[src/rtl/mdu_if.sv]
// Handshake and datapath bundle between the EX stage / ALU and the HI/LO sequencer.
// master = pipeline + ALU side, slave = mdu_sequencer.
interface mdu_if;
    logic        req_valid;
    logic [2:0]  req_op;
    logic [31:0] req_x;
    logic [31:0] req_y;
    logic        flush;
    logic        stall;
    logic [31:0] rd_data;
    logic [31:0] alu_x;
    logic [31:0] alu_y;
    logic [3:0]  alu_op;
    logic [31:0] alu_result;
    logic [31:0] alu_result2;
    logic [31:0] hi;
    logic [31:0] lo;
    logic        busy;
    logic        done;
    logic        div0;

    modport master (
        output req_valid, req_op, req_x, req_y, flush, alu_result, alu_result2,
        input  stall, rd_data, alu_x, alu_y, alu_op, hi, lo, busy, done, div0
    );

    modport slave (
        input  req_valid, req_op, req_x, req_y, flush, alu_result, alu_result2,
        output stall, rd_data, alu_x, alu_y, alu_op, hi, lo, busy, done, div0
    );
endinterface

[src/rtl/mdu_sequencer.sv]
// Multi-cycle MULT/DIV sequencer: holds ALU operands for a fixed latency, then
// commits Result2/Result into HI/LO. Also serves MTHI/MTLO/MFHI/MFLO.
module mdu_sequencer #(
    parameter int unsigned MUL_CYCLES = 4,
    parameter int unsigned DIV_CYCLES = 16
) (
    input logic  clk,
    input logic  rst,
    mdu_if.slave mdu
);
    localparam int unsigned MAX_CYCLES = (MUL_CYCLES > DIV_CYCLES) ? MUL_CYCLES : DIV_CYCLES;
    localparam int unsigned CNT_W      = $clog2(MAX_CYCLES + 1);

    localparam logic [2:0] OP_MULT = 3'd0;
    localparam logic [2:0] OP_DIV  = 3'd1;
    localparam logic [2:0] OP_MTHI = 3'd2;
    localparam logic [2:0] OP_MTLO = 3'd3;
    localparam logic [2:0] OP_MFHI = 3'd4;
    localparam logic [2:0] OP_MFLO = 3'd5;

    localparam logic [3:0] ALU_MULT = 4'd3;
    localparam logic [3:0] ALU_DIV  = 4'd4;
    localparam logic [3:0] ALU_IDLE = 4'd5;

    typedef enum logic [1:0] {
        S_IDLE = 2'd0,
        S_RUN  = 2'd1,
        S_WB   = 2'd2
    } state_t;

    state_t      state, state_nxt;
    logic [CNT_W-1:0] cnt, cnt_nxt;
    logic [31:0] hi_r, hi_nxt;
    logic [31:0] lo_r, lo_nxt;
    logic [31:0] alu_x_r, alu_x_nxt;
    logic [31:0] alu_y_r, alu_y_nxt;
    logic [3:0]  alu_op_r, alu_op_nxt;
    logic        busy_r, done_r, done_nxt, div0_r, div0_nxt;
    logic [CNT_W-1:0] lat_sel_c;

    assign lat_sel_c = (mdu.req_op == OP_DIV) ? CNT_W'(DIV_CYCLES) : CNT_W'(MUL_CYCLES);

    // State and datapath registers
    always_ff @(posedge clk or posedge rst) begin
        if (rst) begin
            state    <= S_IDLE;
            cnt      <= '0;
            hi_r     <= '0;
            lo_r     <= '0;
            alu_x_r  <= '0;
            alu_y_r  <= '0;
            alu_op_r <= ALU_IDLE;
            busy_r   <= 1'b0;
            done_r   <= 1'b0;
            div0_r   <= 1'b0;
        end else begin
            state    <= state_nxt;
            cnt      <= cnt_nxt;
            hi_r     <= hi_nxt;
            lo_r     <= lo_nxt;
            alu_x_r  <= alu_x_nxt;
            alu_y_r  <= alu_y_nxt;
            alu_op_r <= alu_op_nxt;
            busy_r   <= (state_nxt != S_IDLE);
            done_r   <= done_nxt;
            div0_r   <= div0_nxt;
        end
    end

    // Next-state and register-input logic; flush outranks every other event
    always_comb begin
        state_nxt  = state;
        cnt_nxt    = cnt;
        hi_nxt     = hi_r;
        lo_nxt     = lo_r;
        alu_x_nxt  = alu_x_r;
        alu_y_nxt  = alu_y_r;
        alu_op_nxt = alu_op_r;
        done_nxt   = 1'b0;
        div0_nxt   = 1'b0;

        unique case (state)
            S_IDLE: begin
                if (mdu.req_valid && !mdu.flush) begin
                    case (mdu.req_op)
                        OP_MULT, OP_DIV: begin
                            alu_x_nxt  = mdu.req_x;
                            alu_y_nxt  = mdu.req_y;
                            alu_op_nxt = (mdu.req_op == OP_DIV) ? ALU_DIV : ALU_MULT;
                            cnt_nxt    = lat_sel_c - CNT_W'(1);
                            state_nxt  = (lat_sel_c == CNT_W'(1)) ? S_WB : S_RUN;
                        end
                        OP_MTHI: hi_nxt = mdu.req_x;
                        OP_MTLO: lo_nxt = mdu.req_x;
                        default: ;
                    endcase
                end
            end
            S_RUN: begin
                if (mdu.flush) begin
                    state_nxt  = S_IDLE;
                    cnt_nxt    = '0;
                    alu_op_nxt = ALU_IDLE;
                end else begin
                    // RUN spans LAT-1 cycles so the write lands LAT cycles after acceptance
                    cnt_nxt = cnt - CNT_W'(1);
                    if (cnt == CNT_W'(1)) begin
                        state_nxt = S_WB;
                    end
                end
            end
            S_WB: begin
                state_nxt  = S_IDLE;
                cnt_nxt    = '0;
                alu_op_nxt = ALU_IDLE;
                if (!mdu.flush) begin
                    if (alu_op_r == ALU_DIV && alu_y_r == 32'd0) begin
                        div0_nxt = 1'b1;
                    end else begin
                        hi_nxt   = mdu.alu_result2;
                        lo_nxt   = mdu.alu_result;
                        done_nxt = 1'b1;
                    end
                end
            end
            default: state_nxt = S_IDLE;
        endcase
    end

    // Any HI/LO-class op waits behind an in-flight MULT/DIV to keep ordering
    assign mdu.stall   = mdu.req_valid && busy_r && (mdu.req_op <= OP_MFLO);
    assign mdu.rd_data = !mdu.req_valid          ? 32'd0 :
                         (mdu.req_op == OP_MFHI) ? hi_r  :
                         (mdu.req_op == OP_MFLO) ? lo_r  : 32'd0;

    assign mdu.alu_x  = alu_x_r;
    assign mdu.alu_y  = alu_y_r;
    assign mdu.alu_op = alu_op_r;
    assign mdu.hi     = hi_r;
    assign mdu.lo     = lo_r;
    assign mdu.busy   = busy_r;
    assign mdu.done   = done_r;
    assign mdu.div0   = div0_r;
endmodule

[src/flat_wrapper.sv]
// flat-port wrapper written by rule: the top's interface ports become plain ports
module mdu_sequencer_flat 
#(
    parameter int unsigned MUL_CYCLES = 4,
    parameter int unsigned DIV_CYCLES = 16
)
  (clk, rst, mdu_req_valid, mdu_req_op, mdu_req_x, mdu_req_y, mdu_flush, mdu_alu_result, mdu_alu_result2, mdu_stall, mdu_rd_data, mdu_alu_x, mdu_alu_y, mdu_alu_op, mdu_hi, mdu_lo, mdu_busy, mdu_done, mdu_div0);
  mdu_if mdu_i ();
  input logic clk;
  input logic rst;
  input wire logic [$bits(mdu_i.req_valid)-1:0] mdu_req_valid;
  input wire logic [$bits(mdu_i.req_op)-1:0] mdu_req_op;
  input wire logic [$bits(mdu_i.req_x)-1:0] mdu_req_x;
  input wire logic [$bits(mdu_i.req_y)-1:0] mdu_req_y;
  input wire logic [$bits(mdu_i.flush)-1:0] mdu_flush;
  input wire logic [$bits(mdu_i.alu_result)-1:0] mdu_alu_result;
  input wire logic [$bits(mdu_i.alu_result2)-1:0] mdu_alu_result2;
  output wire logic [$bits(mdu_i.stall)-1:0] mdu_stall;
  output wire logic [$bits(mdu_i.rd_data)-1:0] mdu_rd_data;
  output wire logic [$bits(mdu_i.alu_x)-1:0] mdu_alu_x;
  output wire logic [$bits(mdu_i.alu_y)-1:0] mdu_alu_y;
  output wire logic [$bits(mdu_i.alu_op)-1:0] mdu_alu_op;
  output wire logic [$bits(mdu_i.hi)-1:0] mdu_hi;
  output wire logic [$bits(mdu_i.lo)-1:0] mdu_lo;
  output wire logic [$bits(mdu_i.busy)-1:0] mdu_busy;
  output wire logic [$bits(mdu_i.done)-1:0] mdu_done;
  output wire logic [$bits(mdu_i.div0)-1:0] mdu_div0;
  assign mdu_i.req_valid = mdu_req_valid;
  assign mdu_i.req_op = mdu_req_op;
  assign mdu_i.req_x = mdu_req_x;
  assign mdu_i.req_y = mdu_req_y;
  assign mdu_i.flush = mdu_flush;
  assign mdu_i.alu_result = mdu_alu_result;
  assign mdu_i.alu_result2 = mdu_alu_result2;
  assign mdu_stall = mdu_i.stall;
  assign mdu_rd_data = mdu_i.rd_data;
  assign mdu_alu_x = mdu_i.alu_x;
  assign mdu_alu_y = mdu_i.alu_y;
  assign mdu_alu_op = mdu_i.alu_op;
  assign mdu_hi = mdu_i.hi;
  assign mdu_lo = mdu_i.lo;
  assign mdu_busy = mdu_i.busy;
  assign mdu_done = mdu_i.done;
  assign mdu_div0 = mdu_i.div0;
  mdu_sequencer #(.MUL_CYCLES(MUL_CYCLES), .DIV_CYCLES(DIV_CYCLES)) u_core (.clk(clk), .rst(rst), .mdu(mdu_i));
endmodule
[config.mk]
export PLATFORM = sky130hd
export DESIGN_NAME = mdu_sequencer_flat
export DESIGN_NICKNAME = d
export VERILOG_FILES = /design/src/rtl/mdu_if.sv /design/src/rtl/mdu_sequencer.sv /design/src/flat_wrapper.sv
export SDC_FILE = /design/constraint.sdc
export NUM_CORES = 1
export LEC_CHECK = 0
export CORE_ASPECT_RATIO = 1.2
export CORE_MARGIN = 10
export CORE_UTILIZATION = 43
export CTS_CLUSTER_SIZE = 8
export DETAILED_ROUTE_END_ITERATION = 6
export HOLD_SLACK_MARGIN = 0.06
export PLACE_DENSITY = 0.8
export SETUP_SLACK_MARGIN = 0.2
export SLEW_MARGIN = 20
export SYNTH_ARGS = -nofsm -noshare
export SYNTH_HDL_FRONTEND = slang
export SYNTH_SLANG_ARGS = --single-unit
[constraint.sdc]
create_clock -name clk -period 5.9 [get_ports clk]
set_clock_uncertainty 0.2 [all_clocks]
set_input_delay 0.59 -clock clk [delete_from_list [all_inputs] [get_ports clk]]
set_output_delay 0.59 -clock clk [all_outputs]
set_load 0.03 [all_outputs]
Word level (Yosys, flattened, before mapping)
Cells that the tools add are included.

word-level totals
  register bits after elaboration = 142
  output and inout bits = 168

operators by class
  $add $sub $neg = 2
  reduce and logical (&&, ||, !) cells = 17
  muxes and demuxes = 35
  equality and inequality tests = 17
  magnitude comparators = 1

operators with widths
  kind                                                                 count
  32-bit two-way mux                                                   11
  32-bit case mux with 2 select lines                                  2
  32-bit logical NOT                                                   1
  5-bit two-way mux                                                    4
  5-bit case mux with 3 select lines                                   1
  4-bit two-way mux                                                    3
  2-bit != test (second input constant)                                6
  4-bit case mux with 3 select lines                                   1
  5-bit by 1-bit == test with 1-bit output (second input constant)     2
  2-bit two-way mux                                                    5
  5-bit AND reduction                                                  2
  5-bit by 1-bit subtractor with 5-bit output (second input constant)  2
  3-bit by 2-bit == test with 1-bit output (second input constant)     2
  3-bit == test (second input constant)                                2
  1-bit two-way mux                                                    6
  3-bit AND reduction                                                  2
  4-bit by 3-bit == test with 1-bit output (second input constant)     1
  1-bit logical AND                                                    4
  2-bit case mux with 2 select lines                                   1
  4-bit AND reduction                                                  1
  2-bit nonzero test                                                   2
  3-bit by 1-bit == test with 1-bit output (second input constant)     1
  3-bit less-or-equal comparator (second input constant)               1
  3-bit logical NOT                                                    1
  other kinds (8)                                                      8

Logic depth before layout (Yosys ltp)
Gate-level depths: netlist of the first run.

  word-level depth = 8
  depth in mapped cells = 8

Least setup slack after synthesis of the first run
OpenSTA, ideal clock, no wires.

  kind = input-to-output
  start = input mdu_req_op[1]
  end = output mdu_rd_data[10]
  data arrival time = 1834 ps
  path slack = 3276 ps
  buffers on the path = 1
  stages on the path = 4
  data required time = 5110 ps
  cell sequence = nor3_1 > clkbuf_1 > a22oi_1 > nor2b_1

between the ends
  cells in the longest elaborated chain, start to end = 4

RTL lines
  element               RTL line              text
  start, declared       flat_wrapper.sv:12    input wire logic [$bits(mdu_i.req_op)-1:0] mdu_req_op;
  3-bit == test         mdu_sequencer.sv:134  (mdu.req_op == OP_MFLO) ? lo_r : 32'd0;
  32-bit two-way mux    mdu_sequencer.sv:134
  32-bit two-way mux *  mdu_sequencer.sv:133  (mdu.req_op == OP_MFHI) ? hi_r :
  32-bit two-way mux *  mdu_sequencer.sv:132  assign mdu.rd_data = !mdu.req_valid ? 32'd0 :
  end, declared         flat_wrapper.sv:19    output wire logic [$bits(mdu_i.rd_data)-1:0] mdu_rd_data;

Mark *: on every way between the ends. The rest lies on a longest branch, timed or not.

Worst setup path after layout of the first run
  start = register u_core.state[0]
  end = register u_core.lo_r[9] (netlist: u_core.mdu.lo[9])

between the ends
  cells in the longest elaborated chain, start to end = 3

RTL lines
  element                                                       RTL line             text
  start, declared                                               mdu_sequencer.sv:31  state_t state, state_nxt;
  start signal, assigned                                        mdu_sequencer.sv:57  state <= state_nxt;
  2-bit == test or 2-bit logical NOT (tied branches)            mdu_sequencer.sv:82  unique case (state)
  2-bit != test (no source line), or another cell as far along  --
  5-bit AND reduction (no source line)                          --
  end signal, assigned                                          mdu_sequencer.sv:60  lo_r <= lo_nxt;
  end, declared                                                 mdu_sequencer.sv:34  logic [31:0] lo_r, lo_nxt;

Several ways; a longest one is shown, not always the timed one.
A chain may end at the register's enable or synchronous reset.

==> key figures, run 1 <==
Run status
  • Outcome: completed

Floorplanning
  • Core ar.: 0.0162 mm2
  • Top-Level Pins: 303
  • Row cnt: 51
  • Die area: 0.0220 mm2
  • Starting Density: 43.6%
  • Die Width: 137 um
  • Die Y: 160 um

Finish
  • Most frequent cells in the layout: clkdlybuf4s50_1, nand2_1, dfrtp_1
  • Area grow syn2layout: 52.9%
  • Layout fillers: 1253
  • Most common cell after layout, fill and taps aside: clkdlybuf4s50_1
  • Post-layout net count: 1051
  • Layout Utilization: 66.7%
  • Layout cell share with drive strength beyond 1: 18.5%
  • ANT cells: 0
  • Area of the multi-input gates: 0.00332 mm2
  • Storage cell area: 0.00353 mm2

Timing
  • Setup violators final: 0
  • Worst-margin pin slew: 1.02 ns
  • Relative slew slack: 32.1%
  • Setup TNS Final: 0 ns
  • Fmax: 0.273 GHz
  • Final hold violation count: 0
  • Pins Over Slew Limit: 0
  • Tcrit/Tclk final: 62.1%
  • Crit path time final: 3.67 ns
  • Unrepaired setup endpoints after global routing: false

Global routing
  • Initial antenna violation count: 0
  • GR Util met1: 21.4%
  • Largest net degree at the start of global routing: 104
  • Met3 GRT Util: 8.08%
  • Most crowded layer after global routing: met2
  • First-pass GRT wire length: 35200 um
  • GR Overflow Total: 0
  • GRT Resource Usage Total: 20.6%
  • GR Layer Usage met2: 36.2%
  • Vias in the first global route: 6198

Clock tree
  • Clock transition at path regs: 0.06 ns
  • Root Driver: clkbuf_16
  • Clock latency on the worst-skew pair: 0.42 ns
  • Total clock sinks: 141
  • Max Root-Sink Buffers: 2
  • Hold-fix buffers, CTS: 0
  • TritonCTS buffer count: 17
  • CTS resizes: 0
  • Htree depth: 4
  • Post-CTS Setup Repair Bufs: 0
  • CTS tree: done

Synth
  • #FFs+latches synth: 141
  • Top cell type's share of synthesized area: 49.2%
  • Netlist Area Pre-Place: 0.00707 mm2
  • Sequential fraction of the synthesis area: 49.9%
  • Post-synth EDFFs: 0
  • Synth Flop Type: dfrtp_1
  • Synth area leaders: dfrtp_1, mux2_2, mux2_4, nand2_1, a22oi_1
  • Syn Inst Count: 619
  • Count of different cell masters after synthesis: 40
  • YS warnings: 0
  • Syn_area_per_cell: 11.4 um2
  • Async SR Flop Fraction: 100%
  • Net Count, Synth: 760
  • Post-synth top area cell: dfrtp_1

Route
  • DR vias/cell: 5.09
  • First-pass iteration count of the detailed router: 5
  • DRC viols: 0
  • DR WL/cell: 20.3 um
  • 1st-iter DRT viols: 245
  • Total Wirelength: 23100 um
  • Antenna viol nets, final: 0
  • Via Count: 5779

Worst setup path
  • Worst EP arrival: 3.77 ns
  • CP endpoint kind: flop
  • CP max stage delay: 0.79 ns
  • Critical Path Start Type: flop
  • Class of the most critical setup path: flop to flop
  • Slowest CP cell: ha_4
  • WP buf/inv: 2
  • R2R setup slack: 2.23 ns
  • Family with the most delay on the worst path: adder cells
  • Critical path cell sequence: inv_1 -> ha_4 -> mux2i_1 -> or2_2 -> a311oi_4 -> buf_4 -> mux2_2
  • CP required: 6.00 ns
  • Max FO, Critical Path: 103

Place
  • Dpl hpwl: 17000 um
  • Port Buffers: 301
  • RD Place Congestion: 0.884

Pwr
  • Pwr Density: 586 mW/mm2
  • LEAKAGE: 4.66 nW
  • Maximum VDD drop: 346 uV

Job
  • Max-cap viol count: 0

Hold path
  • HP Class: flop to flop
-- synthesized netlist by cell type, drive strengths merged, types with 2 or more instances --
cell	count
a21oi	8
a22o	2
a22oi	32
a311oi	2
buf	17
clkbuf	19
dfrtp	139
dfstp	2
ha	6
inv	8
mux2	128
nand2	143
nand2b	35
nor2	7
nor2b	33
nor3	3
nor4	8
nor4b	3
o21ai	7
o22ai	2
or2	3
-- sequential cells by signal, indices dropped and copies added (netlist names) --
| register | cells |
|---|---|
| u_core.mdu.alu_x | 32 |
| u_core.mdu.alu_y | 32 |
| u_core.mdu.hi | 32 |
| u_core.mdu.lo | 32 |
| u_core.cnt | 5 |
| u_core.mdu.alu_op | 3 |
| u_core.state | 2 |
| u_core.mdu.busy | 1 |
| u_core.mdu.div0 | 1 |
| u_core.mdu.done | 1 |
-- layout make-up --
cell class                      instances  area share, %
Clock buffer                           22           4.20
Clock inverter                         10           1.30
Inverter                                8          0.324
Multi-Input combinational cell        434           30.7
Sequential cell                       141           32.7
Tap cell                              212           2.45
Timing Repair Buffer                  308           28.4
-- worst reg2reg max path, delay by kind of cell, from the launching register on --
kind	cells	cell delay [ns]
AO/OA/AOI/OAI	1	0.57
AND/OR/NAND/NOR	1	0.36
flip-flops	1	0.41
multiplexers	2	0.63
adder cells (fa/ha/maj)	1	0.79
buffers and inverters	2	0.60
-- worst paths after layout --
| kind | to | depth (start not counted) | from |
|---|---|---|---|
| max | u_core.mdu.lo[9]$_DFFE_PP0P_ | 7 | u_core.state[0]$_DFF_PP0_ |
| min | u_core.mdu.alu_x[21]$_DFFE_PP0P_ | 1 | u_core.mdu.alu_x[21]$_DFFE_PP0P_ |
| max reg2reg | u_core.mdu.lo[9]$_DFFE_PP0P_ | 7 | u_core.state[0]$_DFF_PP0_ |
| min reg2reg | u_core.mdu.alu_x[21]$_DFFE_PP0P_ | 1 | u_core.mdu.alu_x[21]$_DFFE_PP0P_ |
| max in group asynchronous | u_core.mdu.alu_x[8]$_DFFE_PP0P_ | 3 | rst |
| min in group asynchronous | u_core.mdu.alu_x[2]$_DFFE_PP0P_ | 2 | rst |
-- metrics by stage --
step / instance area, um2 / cells / power [W] / setup WS (ns) / hold slack [ns]
6_report: 10800 / 1135 / 0.00634 / 2.23 / 0.308
5_1_grt: 10800 / 1135 / 0.00666 / 2.01 / 0.325
4_1_cts: 10800 / 1135 / 0.00640 / 2.23 / 0.313
3_5_place_dp: 10200 / 1103 / 0.00528 / 2.23 / 0.274
3_3_place_gp: 10200 / 1103 / 0.00521 / 2.31 / 0.268
2_1_floorplan: 7070 / 619 / 0.00383 / 1.33 / 0.292
-- where the power goes --
part	leakage, nW	switching (W)	total, W	internal [W]
Sequential	1.70	0.000416	0.00188	0.00146
Combinational	2.68	0.00180	0.00337	0.00157
Clock	0.280	0.000411	0.00109	0.000676
-- cell families (layout without fill, tap and decap cells) --
family,after synthesis,in the layout,share of synthesized area (%)
AND/OR/NAND/NOR,241,241,16.3
flip-flops,141,141,49.9
multiplexers,129,129,23.2
AO/OA/AOI/OAI,57,57,5.73
buffers and inverters,44,348,3.73
adder cells (fa/ha/maj),6,6,1.06
other,1,1,0.0530
-- metal layers --
metal	wire length (um)	share of wire, %	vias up
met3	2360	10	33
met2	11900	51	243
met4	492	2.1	0
met5	0	0	-
li1	-	-	2692
met1	8370	36	2811
Note: power is estimated with default switching activity, not from simulation.
==> inputs of run 2 (changes only) <==
Settings changed: CORE_UTILIZATION 43 to 39, PLACE_DENSITY 0.8 to 0.77.
Clock period 5.9 ns to 3 ns, I/O delays scaled along.
==> key figures, run 2 (synthesis gave the netlist of run 1 again) <==
Run status
  • Outcome: completed

Place
  • Port Buffers: 301 (unchanged)
  • RD Place Congestion: 0.830 (-6.2%)
  • Dpl hpwl: 17500 um (+2.9%)

Floorplanning
  • Top-Level Pins: 303 (unchanged)
  • Starting Density: 40.1% (-3.5 points)
  • Die area: 0.0239 mm2 (+8.8%)
  • Die Width: 143 um (+4.3%)
  • Row cnt: 53 (+3.9%)
  • Die Y: 168 um (+4.4%)
  • Core ar.: 0.0176 mm2 (+8.8%)

Route
  • Antenna viol nets, final: 0 (unchanged)
  • DRC viols: 0 (unchanged)
  • First-pass iteration count of the detailed router: 5 (unchanged)
  • DR WL/cell: 19.9 um (-2.4%)
  • Via Count: 5713 (-1.1%)
  • 1st-iter DRT viols: 229 (-6.5%)
  • Total Wirelength: 23000 um (-0.49%)
  • DR vias/cell: 4.94 (-3.0%)

Pwr
  • Pwr Density: 1140 mW/mm2 (+94%)
  • LEAKAGE: 4.82 nW (+3.4%)
  • Maximum VDD drop: 656 uV (+90%)
  • Design Power: 0.0124 W (+96%)

Global routing
  • GR Overflow Total: 0 (unchanged)
  • Vias in the first global route: 6164 (-0.55%)
  • Largest net degree at the start of global routing: 80 (-23%)
  • Initial antenna violation count: 1 (+1)
  • First-pass GRT wire length: 35400 um (+0.53%)
  • GRT Resource Usage Total: 18.9% (-1.7 points)

Clock tree
  • CTS resizes: 0 (unchanged)
  • TritonCTS buffer count: 17 (unchanged)
  • Clock transition at path regs: 0.06 ns (about the same)
  • Htree depth: 4 (unchanged)
  • CTS tree: done
  • Clock latency on the worst-skew pair: 0.41 ns (about the same)
  • Hold-fix buffers, CTS: 0 (unchanged)
  • Max Root-Sink Buffers: 2 (unchanged)
  • Post-CTS Setup Repair Bufs: 0 (unchanged)
  • Total clock sinks: 141 (unchanged)
  • Root Driver: clkbuf_16

Finish
  • Most common cell after layout, fill and taps aside: clkdlybuf4s50_1
  • Post-layout net count: 1064 (+1.2%)
  • Layout cell share with drive strength beyond 1: 23.6% (+5.1 points)
  • Area grow syn2layout: 54.2%
  • Layout fillers: 1449 (+16%)
  • Most frequent cells in the layout: clkdlybuf4s50_1, nand2_1, dfrtp_1

Worst setup path
  • Slowest CP cell: dfrtp_1
  • Reg2reg path depth: 7 (unchanged)
  • Max FO, Critical Path: 17 (-83%)
  • Critical path cell sequence: inv_1 -> ha_1 -> mux2i_1 -> or2_2 -> a311oi_4 -> buf_4 -> mux2_2
  • Class of the most critical setup path: flop to flop
  • CP endpoint kind: flop
  • Worst EP arrival: 2.58 ns (-1.19 ns)
  • CP max stage delay: 0.43 ns (-0.36 ns)
  • Critical Path Start Type: flop
  • CP required: 3.09 ns (-2.91 ns)

Timing
  • Unrepaired setup endpoints after global routing: false
  • Tcrit/Tclk final: 83.1% (+21 points)
  • Pins Over Slew Limit: 0 (unchanged)
  • Setup TNS Final: 0 ns (unchanged)
  • Fmax: 0.401 GHz (+47%)
  • Final hold violation count: 0 (unchanged)
  • Crit path time final: 2.49 ns (-1.17 ns)
  • Setup violators final: 0 (unchanged)
  • Relative slew slack: 62.5% (+30 points)
  • Worst-margin pin slew: 0.563 ns (-0.457 ns)

Hold path
  • HP Class: input pin to async pin

Job
  • Max-cap viol count: 0 (unchanged)
## run 2: changes by cell type in the layout (fill, tap and decap cells not counted), sizes merged, moves of 2 or more
cell | previous run | this run
buf | 7 | 53
clkdlybuf4s50 | 301 | 268
clkbuf | 22 | 19
inv | 8 | 10
## run 2: per-stage QoR
step / cells / util [%] / cell area [um2] / setup WS (ns) / hold WS, ns
after floorplan: 619 / - / 7080 / 0.598 / 0.172
after global placement: 1124 / 58.5 / 10300 / 0.278 / 0.270
after detailed placement: 1124 / 58.5 / 10300 / 0.273 / 0.272
after CTS: 1156 / 61.8 / 10900 / 0.486 / 0.157
after global routing: 1157 / 61.8 / 10900 / 0.364 / 0.178
final: 1157 / 61.8 / 10900 / 0.506 / 0.143
## run 2: worst max-delay path: cells and delay by family (launching register included)
| family | cells | cell delay, ns |
|---|---|---|
| mux | 2 | 0.49 |
| fa+ha+maj | 1 | 0.22 |
| buf+inv | 2 | 0.42 |
| simple gates | 1 | 0.33 |
| compound gates | 1 | 0.29 |
| flops | 1 | 0.43 |
## run 2: worst paths after layout
path,end,slack (ns),from
setup / recovery,u_core.mdu.hi[28]$_DFFE_PP0P_,0.51,u_core.state[1]$_DFF_PP0_
max in group asynchronous,u_core.mdu.hi[21]$_DFFE_PP0P_,2.05,rst
setup reg to reg,u_core.mdu.hi[28]$_DFFE_PP0P_,0.51,u_core.state[1]$_DFF_PP0_
hold / removal,u_core.mdu.alu_x[1]$_DFFE_PP0P_,0.14,rst
min in group clk,u_core.mdu.alu_op[0]$_DFFE_PP1P_,0.28,u_core.mdu.alu_op[0]$_DFFE_PP1P_
hold reg to reg,u_core.mdu.alu_op[0]$_DFFE_PP1P_,0.28,u_core.mdu.alu_op[0]$_DFFE_PP1P_
## run 2: layer usage
layer / global-route usage, % / part of all wire [%] / up-vias
met2: 33.0 / 52 / 204
met1: 21.3 / 39 / 2765
met3: 6.76 / 8.1 / 18
li1: - / - / 2726
met4: 4.72 / 1.3 / 0
met5: 0 / 0 / -
## run 2: area by class of cell
cell class | instances | area (um2) | area share, %
flip-flops and latches | 141 | 3530 | 32.4
multi-input cells | 434 | 3320 | 30.4
repair buffers | 321 | 3160 | 28.9
clock buffers | 19 | 453 | 4.15
well taps | 220 | 275 | 2.52
clock inverters | 13 | 138 | 1.26
inverters | 8 | 33.8 | 0.310
diodes | 1 | 2.50 | 0.0229
## run 2: where the power goes
part	internal [W]	switching, W
logic	0.00313	0.00353
registers	0.00288	0.000786
clock network	0.00127	0.000834
total	0.00728	0.00515
==> inputs of run 3 (changes only) <==
Clock period 3 ns to 2.28 ns, I/O delays scaled along.
==> key figures, run 3 (synthesis gave the netlist of run 1 again) <==
Timing
  • Final hold violation count: 0 (unchanged)
  • Relative slew slack: 61.0% (-1.5 points)
  • Worst-margin pin slew: 0.585 ns (+0.0224 ns)
  • Unrepaired setup endpoints after global routing: true
  • Setup TNS Final: 0 ns (unchanged)
  • Fmax: 0.442 GHz (+10%)
  • Final hold slack: 0.0928 ns (-0.0503 ns)
  • Pins Over Slew Limit: 0 (unchanged)
  • Tcrit/Tclk final: 99.3% (+16 points)
  • Crit path time final: 2.26 ns (-0.229 ns)
  • Setup violators final: 0 (unchanged)

Route
  • Total Wirelength: 25100 um (+9.4%)
  • Metal3 WL: 1850 um (-0.38%)
  • DR WL/cell: 21.1 um (+6.3%)
  • First-pass iteration count of the detailed router: 4 (-1)
  • Met1 WL: 9520 um (+5.9%)
  • DR vias/cell: 4.99 (+1.1%)
  • DRC viols: 0 (unchanged)
  • Met2 WL: 13100 um (+11%)
  • 1st-iter DRT viols: 310 (+35%)
  • Uppermost layer routed: met4
  • Antenna viol nets, final: 0 (unchanged)
  • Via Count: 5943 (+4.0%)

Place
  • # placed instances: 1141 (+1.5%)
  • Dpl hpwl: 18400 um (+5.1%)
  • RD Place Congestion: 0.809 (-2.5%)
  • Port Buffers: 301 (unchanged)
  • DP Area: 0.0106 mm2 (+3.0%)

Worst setup path
  • Slowest CP cell: dfrtp_1
  • Critical Path Start Type: flop
  • Class of the most critical setup path: flop to flop
  • Critical path cell sequence: inv_2 -> ha_4 -> mux2i_1 -> or2_4 -> a311oi_4 -> buf_6 -> buf_12 -> mux2_2
  • CP required: 2.37 ns (-0.72 ns)
  • Family with the most delay on the worst path: buffers and inverters
  • WP buf/inv: 3 (+1)
  • CP max stage delay: 0.39 ns (-0.04 ns)
  • Worst EP arrival: 2.36 ns (-0.22 ns)
  • Max FO, Critical Path: 10 (-7)
  • CP endpoint kind: flop

Finish
  • Fin cells: 1191 (+2.9%)
  • Most frequent cells in the layout: clkdlybuf4s50_1, nand2_1, dfrtp_1
  • Layout fillers: 1354 (-6.6%)
  • Area grow syn2layout: 63.7%
  • Layout cell share with drive strength beyond 1: 27.5% (+3.8 points)
  • Design area: 0.0116 mm2 (+6.1%)
  • Most common cell after layout, fill and taps aside: clkdlybuf4s50_1
  • Post-layout net count: 1097 (+3.1%)

Clock tree
  • CTS tree: done
  • Hold-fix buffers, CTS: 0 (unchanged)
  • TritonCTS buffer count: 17 (unchanged)
  • Clock transition at path regs: 0.06 ns (about the same)
  • Max Root-Sink Buffers: 2 (unchanged)
  • Htree depth: 4 (unchanged)
  • Total clock sinks: 141 (unchanged)
  • Clock latency on the worst-skew pair: 0.42 ns (about the same)
  • Root Driver: clkbuf_16

Pwr
  • Pwr Density: 1510 mW/mm2 (+32%)
  • Design Power: 0.0174 W (+40%)
  • Maximum VDD drop: 858 uV (+31%)
  • LEAKAGE: 5.20 nW (+7.9%)

Floorplanning
  • Die Y: 168 um (unchanged)
  • Core ar.: 0.0176 mm2 (unchanged)
  • Die Width: 143 um (unchanged)
  • Die area: 0.0239 mm2 (unchanged)
  • Row cnt: 53 (unchanged)
  • Top-Level Pins: 303 (unchanged)
  • Starting Density: 40.1% (unchanged)

Hold path
  • HP Class: input pin to async pin

Global routing
  • GR Overflow Total: 0 (unchanged)
  • First-pass GRT wire length: 37500 um (+6.0%)
  • GRT Resource Usage Total: 20.3% (+1.3 points)
  • Vias in the first global route: 6414 (+4.1%)
  • Largest net degree at the start of global routing: 103 (+29%)
  • Initial antenna violation count: 2 (+1)

Run status
  • Outcome: completed

Job
  • Max-cap viol count: 0 (unchanged)
run 3: changes by cell type in the layout (fill, tap and decap cells not counted), moves of 4 or more:
cell             delta
buf_12              +4
buf_4              +14
buf_6              +10
clkdlybuf4s50_1     -7
dlygate4sd2_1       +4
mux2_2             -42
mux2_4             +45
run 3: metal layers:
| layer | up-vias | GRT usage (%) |
|---|---|---|
| li1 | 2792 | - |
| met1 | 2893 | 21.6 |
| met2 | 222 | 35.9 |
| met3 | 36 | 6.20 |
| met4 | 0 | 8.63 |
| met5 | - | 0 |
run 3: final timing paths:
kind,to,from,cells after the start,slack [ns]
worst max-delay path,u_core.mdu.lo[20]$_DFFE_PP0P_,u_core.state[0]$_DFF_PP0_,8,0.02
worst min-delay path,u_core.state[0]$_DFF_PP0_,rst,3,0.09
worst max register to register,u_core.mdu.lo[20]$_DFFE_PP0P_,u_core.state[0]$_DFF_PP0_,8,0.02
worst min register to register,u_core.mdu.alu_op[0]$_DFFE_PP1P_,u_core.mdu.alu_op[0]$_DFFE_PP1P_,2,0.28
max in group asynchronous,u_core.cnt[3]$_DFFE_PP0P_,rst,3,1.31
min in group clk,u_core.mdu.alu_op[0]$_DFFE_PP1P_,mdu_req_op[1],5,0.12
run 3: report_power, final:
part,switching (W),leakage [nW],internal [W]
Sequential,0.00106,1.70,0.00379
Combinational,0.00494,3.20,0.00476
Clock,0.00108,0.297,0.00181
Total,0.00707,5.20,0.0104
run 3: worst reg2reg max path: stages, from the launching register on:
cell and delay, ns:
dfrtp_1 0.39, inv_2 0.12, ha_4 0.16, mux2i_1 0.06
or2_4 0.29, a311oi_4 0.26, buf_6 0.17, buf_12 0.15
mux2_2 0.35
run 3: what timing repair did:
action | in CTS | in global routing
gates cloned | 3 | 2
endpoints found under the hold margin | 0 | 0
pin swaps | 5 | 3
resized for setup | 26 | 24
setup buffers | 5 | 6
setup endpoints to repair | 99 | 123
run 3: cell type report:
type | count | area, um2 | area share [%]
Multi-Input combinational cell | 434 | 3550 | 30.7
Timing Repair Buffer | 354 | 3570 | 30.8
Tap cell | 220 | 275 | 2.38
Clock buffer | 22 | 474 | 4.10
Antenna cell | 2 | 5.00 | 0.0432
Clock inverter | 10 | 138 | 1.19
Inverter | 8 | 33.8 | 0.292
Sequential cell | 141 | 3530 | 30.5
run 3: metrics by stage:
step                util [%]  setup WS [ns]
finish                  65.6         0.0153
detailed placement      60.2         -0.254
global route            65.6        -0.0751
CTS                     64.7         0.0227
global placement        60.2         -0.201
floorplan                  -        -0.0368
